[config.mk]
export PLATFORM = sky130hd
export DESIGN_NAME = vga_pixel_pipe
export DESIGN_NICKNAME = d
export VERILOG_FILES = /design/src/rtl/vga_pkg.sv /design/src/rtl/vga_bank_swap.sv /design/src/rtl/vga_pixel_pipe.sv
export SDC_FILE = /design/constraint.sdc
export NUM_CORES = 1
export LEC_CHECK = 0
export CAP_MARGIN = 20
export CORE_ASPECT_RATIO = 1.4
export CORE_MARGIN = 5
export CORE_UTILIZATION = 40
export DETAILED_ROUTE_END_ITERATION = 7
export DONT_BUFFER_PORTS = 1
export MAX_ROUTING_LAYER = met4
export PLACE_DENSITY = 0.63
export SYNTH_ARGS = -nofsm -noshare
export SYNTH_HDL_FRONTEND = slang
export SYNTH_SLANG_ARGS = --single-unit
export TNS_END_PERCENT = 10
[constraint.sdc]
create_clock -name clk -period 6.57 [get_ports clk]
set_clock_uncertainty 0.1 [all_clocks]
set_input_delay 1.314 -clock clk [delete_from_list [all_inputs] [get_ports clk]]
set_output_delay 1.314 -clock clk [all_outputs]
set_load 0.01 [all_outputs]
[src/rtl/vga_pkg.sv]
// Shared constants, colour types and the fixed palette for the VGA pixel pipeline.
package vga_pkg;

  localparam int HACTIVE = 640;
  localparam int VACTIVE = 480;
  localparam int FB_W    = 160;
  localparam int FB_H    = 120;

  typedef logic [3:0] chan_t;

  typedef struct packed {
    chan_t r;
    chan_t g;
    chan_t b;
  } rgb_t;

  localparam rgb_t PALETTE [16] = '{
    12'h000, 12'h00A, 12'h0A0, 12'h0AA,
    12'hA00, 12'hA0A, 12'hA50, 12'hAAA,
    12'h555, 12'h55F, 12'h5F5, 12'h5FF,
    12'hF55, 12'hF5F, 12'hFF5, 12'hFFF
  };

  typedef enum logic {IDLE, PENDING} swap_state_t;

endpackage

[src/rtl/vga_bank_swap.sv]
// Display-bank swap controller: a request is held until the next apply strobe.
//   state   | meaning
//   IDLE    | no swap outstanding; a request arms PENDING
//   PENDING | swap armed; toggles disp_bank on the apply strobe
module vga_bank_swap
  import vga_pkg::*;
(
  input  logic clk,
  input  logic reset,
  input  logic swap_req,
  input  logic apply,
  output logic disp_bank,
  output logic swap_busy
);

  swap_state_t r_state;
  logic        r_disp_bank;
  logic        r_swap_busy;

  // Requests in PENDING are ignored, so repeated pulses cause a single toggle.
  always_ff @(posedge clk) begin
    if (reset) begin
      r_state     <= IDLE;
      r_disp_bank <= 1'b0;
      r_swap_busy <= 1'b0;
    end else begin
      case (r_state)
        IDLE: begin
          if (swap_req) begin
            r_state     <= PENDING;
            r_swap_busy <= 1'b1;
          end
        end
        PENDING: begin
          if (apply) begin
            r_state     <= IDLE;
            r_disp_bank <= ~r_disp_bank;
            r_swap_busy <= 1'b0;
          end
        end
        default: begin
          r_state     <= IDLE;
          r_swap_busy <= 1'b0;
        end
      endcase
    end
  end

  assign disp_bank = r_disp_bank;
  assign swap_busy = r_swap_busy;

endmodule

[src/rtl/vga_pixel_pipe.sv]
// Three-stage pixel pipeline: framebuffer address, RAM read, palette lookup,
// with syncs and frame_start delay-matched to the colour outputs.
module vga_pixel_pipe #(
  parameter int HACTIVE    = 640,
  parameter int VACTIVE    = 480,
  parameter int SCALE_LOG2 = 2,
  parameter int FB_W       = 160,
  parameter int FB_H       = 120,
  parameter int PIX_BITS   = 4,
  parameter int ADDR_W     = 15
) (
  input  logic                clk,
  input  logic                reset,
  input  logic [9:0]          x,
  input  logic [9:0]          y,
  input  logic                hsync_in,
  input  logic                vsync_in,
  output logic [ADDR_W-1:0]   fb_raddr,
  output logic                fb_rbank,
  input  logic [PIX_BITS-1:0] fb_rdata,
  input  logic                swap_req,
  output logic                swap_busy,
  output logic                disp_bank,
  output logic                hsync,
  output logic                vsync,
  output logic [3:0]          r,
  output logic [3:0]          g,
  output logic [3:0]          b,
  output logic                frame_start
);
  import vga_pkg::*;

  localparam logic [9:0] HACT_L = 10'(HACTIVE);
  localparam logic [9:0] VACT_L = 10'(VACTIVE);

  logic              w_act0;
  logic              w_apply;
  logic              w_fs0;
  logic [ADDR_W-1:0] w_xx;
  logic [ADDR_W-1:0] w_yy;
  logic [ADDR_W-1:0] w_addr;

  assign w_act0  = (x < HACT_L) && (y < VACT_L);
  assign w_apply = (x == 10'd0) && (y == VACT_L);
  assign w_fs0   = (x == 10'd0) && (y == 10'd0);
  assign w_xx    = ADDR_W'(x >> SCALE_LOG2);
  assign w_yy    = ADDR_W'(y >> SCALE_LOG2);

  // 160 = 128 + 32, so the row offset is two shifts and an add.
  generate
    if (FB_W == 160 && FB_H == 120) begin : g_shift_add
      assign w_addr = (w_yy << 7) + (w_yy << 5) + w_xx;
    end else begin : g_mult
      assign w_addr = w_yy * ADDR_W'(FB_W) + w_xx;
    end
  endgenerate

  logic [ADDR_W-1:0] r_raddr;
  logic              r_act1, r_hs1, r_vs1, r_fs1;
  logic              r_act2, r_hs2, r_vs2, r_fs2;
  logic              r_hs3, r_vs3, r_fs3;
  rgb_t              r_rgb;

  // Sync flops reset high so the outputs stay deasserted while the pipe refills.
  always_ff @(posedge clk) begin
    if (reset) begin
      r_raddr <= '0;
      r_act1  <= 1'b0;
      r_hs1   <= 1'b1;
      r_vs1   <= 1'b1;
      r_fs1   <= 1'b0;
      r_act2  <= 1'b0;
      r_hs2   <= 1'b1;
      r_vs2   <= 1'b1;
      r_fs2   <= 1'b0;
      r_hs3   <= 1'b1;
      r_vs3   <= 1'b1;
      r_fs3   <= 1'b0;
      r_rgb   <= '0;
    end else begin
      r_raddr <= w_act0 ? w_addr : '0;
      r_act1  <= w_act0;
      r_hs1   <= hsync_in;
      r_vs1   <= vsync_in;
      r_fs1   <= w_fs0;
      r_act2  <= r_act1;
      r_hs2   <= r_hs1;
      r_vs2   <= r_vs1;
      r_fs2   <= r_fs1;
      r_hs3   <= r_hs2;
      r_vs3   <= r_vs2;
      r_fs3   <= r_fs2;
      r_rgb   <= r_act2 ? PALETTE[fb_rdata] : '0;
    end
  end

  vga_bank_swap u_bank_swap (
    .clk       (clk),
    .reset     (reset),
    .swap_req  (swap_req),
    .apply     (w_apply),
    .disp_bank (disp_bank),
    .swap_busy (swap_busy)
  );

  assign fb_raddr    = r_raddr;
  assign fb_rbank    = disp_bank;
  assign hsync       = r_hs3;
  assign vsync       = r_vs3;
  assign frame_start = r_fs3;
  assign r           = r_rgb.r;
  assign g           = r_rgb.g;
  assign b           = r_rgb.b;

endmodule

==> impl_metrics.json <==
{
  "grt.total_usage": 0.132,
  "place.gp.congestion": 0.900,
  "hpwl_mm": 2.50,
  "core_area_mm2": 0.00368,
  "finish.utilization": 0.433,
  "synth.top_cell.area_share": 0.448,
  "yosys-top-cells-area": "dfxtp_1 (45%), ha_1 (12%), and2_1 (4.5%)",
  "drtIter0Drc": 24,
  "synth_area_mm2": 0.00152,
  "start_kind": "input pin",
  "critPathLaunch": "y[2]",
  "post_cts_buffers": 0,
  "worstSetupPathType": "in -> reg",
  "ioPinCount": 62,
  "yosys_warnings": 0,
  "worstMarginPinSlew_ns": 0.391,
  "critPathArrivalTime_ns": 3.30,
  "stdcell_area_mm2": 0.00159,
  "busiest_layer": "met2",
  "r2r_cells": 3,
  "vdd_drop_max_mv": 0.149,
  "rows": 26,
  "finalPower_uw": 432,
  "place_ws_ns": 3.05,
  "dieArea_mm2": 0.00515,
  "synth_edf_count": 0,
  "drc": 0,
  "vias": 1032,
  "synthCells": 147,
  "fp.dieW_um": 62.1,
  "placed_area_mm2": 0.00150,
  "postSynthAreaPerCell_um2": 10.3,
  "synth_largest_area_cell": "dfxtp_1",
  "yosysMostFrequentCell": "dfxtp_1",
  "dp.cells": 179,
  "num-nets-final": 190,
  "use_met2": 0.223,
  "grt_pass1_wl_mm": 4.91,
  "cts_sinks": 34,
  "synth_common_cells": "dfxtp_1 (34), ha_1 (15), and2_1 (11), buf_4 (8)",
  "first_pass_iters": 4,
  "maxCapViolations": 0,
  "drive_gt1_frac": 0.117,
  "timing.rr.start": "u_bank_swap.r_state$_SDFF_PP0_",
  "grt_pass1_vias": 1090,
  "port_buffers": 0,
  "min_period_over_period": 0.490,
  "max_freq_mhz": 311,
  "ys_seq_area_frac": 0.448,
  "hp-class": "reg -> reg",
  "synthFlopType": "dfxtp_1",
  "outcome": "completed",
  "crit_end": "fb_raddr[12]$_SDFF_PP0_",
  "async_flop_share": 0,
  "largest_reg_flops": 15,
  "final.setup.worst_slack_ns": 3.35,
  "cts_tree": "yes",
  "finalSetupViolations": 0,
  "relSlewSlack": 0.739,
  "p_per_area_mw_per_mm2": 271,
  "routed_wl_mm": 3.07,
  "clock_path_buffers": 2,
  "clk_pin_slew_ns": 0.07,
  "antennaDiodeCount": 0,
  "grt_start_max_net_pins": 16,
  "synthDistinctLibCells": 39,
  "crit_fanout": 3,
  "hold_path_startpoint": "r_vs2$_SDFF_PP1_",
  "ys_ff_latch": 34,
  "tns_ns": 0,
  "htreeDepth": 2,
  "antenna_found_initial": 0,
  "grt_setup_unrepaired": "no",
  "grtUsageMet3": 0.0637,
  "r2r_slack_ns": 5.48,
  "worstPathRequired_ns": 6.65,
  "cts_root_buffer": "clkbuf_8",
  "fill_cells": 373,
  "initial_core_util": 0.413,
  "numCtsBuffers": 5,
  "cts_resized": 0,
  "hold_buffers": 0,
  "ant_nets": 0,
  "hold_ws_ns": 0.310,
  "synth_nets": 193,
  "reg2reg_to": "u_bank_swap.disp_bank$_SDFFE_PP0P_",
  "globalRouteOverflowTotal": 0,
  "met1_usage": 0.125,
  "post-route-min-period_ns": 3.22,
  "wl_per_cell_um": 16.4,
  "vias_per_cell": 5.52,
  "clk_latency_ns": 0.28,
  "power_leakage_nw": 0.683,
  "finalNonFillerCells": 187,
  "syn2layout_area_growth_pct": 4.78,
  "end_kind": "flip-flop",
  "slew_viol_final": 0,
  "finalHoldViolCount": 0,
  "die_h_um": 82.9
}
-- final cells by class --
| type | count | area [um2] | area share |
|---|---|---|---|
| well taps | 42 | 52.6 | 0.0330 |
| clock buffers | 6 | 82.6 | 0.0519 |
| inverters | 8 | 31.3 | 0.0197 |
| multi-input cells | 95 | 732 | 0.460 |
| clock inverters | 2 | 12.5 | 0.00786 |
| flip-flops and latches | 34 | 681 | 0.428 |
-- layout by cell type (no fill, tap or decap), types with 2 or more instances in the layout --
master / synthesis / routed
dfxtp_1: 34 / 34
ha_1: 15 / 15
and2_1: 11 / 11
inv_1: 7 / 7
nor3_1: 7 / 7
or2_2: 6 / 6
clkbuf_8: 0 / 6
nor2_1: 5 / 5
a211oi_1: 4 / 4
nor4_1: 4 / 4
nor2b_1: 4 / 4
a21oi_1: 3 / 3
nand4_1: 2 / 2
o21ai_0: 2 / 2
a21o_1: 2 / 2
o21ai_1: 2 / 2
and3_1: 2 / 2
o21a_1: 2 / 2
o31ai_1: 2 / 2
clkinv_2: 1 / 2
nand2b_1: 2 / 2
nand2_1: 2 / 2
mux2i_1: 2 / 2
o21bai_1: 2 / 2
fa_1: 2 / 2
-- cell families (layout without fill, tap and decap cells) --
logic type,count (synthesis),after routing,share of synthesized area
compound gates,24,24,0.110
xor+xnor,1,1,0.00577
fa+ha+maj,17,17,0.150
buf+inv,18,16,0.0700
flops,34,34,0.448
mux,2,2,0.0132
simple gates,51,51,0.203
-- worst max-delay path: stages --
cell      delay [ns]
inv_1           0.04
fa_1            0.53
inv_1           0.07
fa_1            0.47
a211oi_1        0.29
o21bai_1        0.12
a211o_1         0.29
and3_1          0.17
-- power breakdown --
group	switching (mW)	internal (mW)
logic	0.0275	0.0243
clock network	0.0749	0.0841
registers	0.00686	0.214
-- how the worst min path moves through the flow --
stage                       endpoint  slack (ns)  cells past startpoint
floorplan           hsync$_SDFF_PP1_        0.29                      1
global placement    vsync$_SDFF_PP1_        0.29                      1
detailed placement  r_vs2$_SDFF_PP1_        0.29                      1
CTS                 vsync$_SDFF_PP1_        0.31                      1
global route        r_vs2$_SDFF_PP1_        0.32                      1
finish              vsync$_SDFF_PP1_        0.31                      1
-- routing by layer --
| layer | part of all wire | routed length [um] |
|---|---|---|
| met1 | 0.35 | 1080 |
| met2 | 0.52 | 1610 |
| met3 | 0.11 | 327 |
| met4 | 0.017 | 53 |
| met5 | 0 | 0 |
No activity file was read; power rests on OpenSTA's default activity.
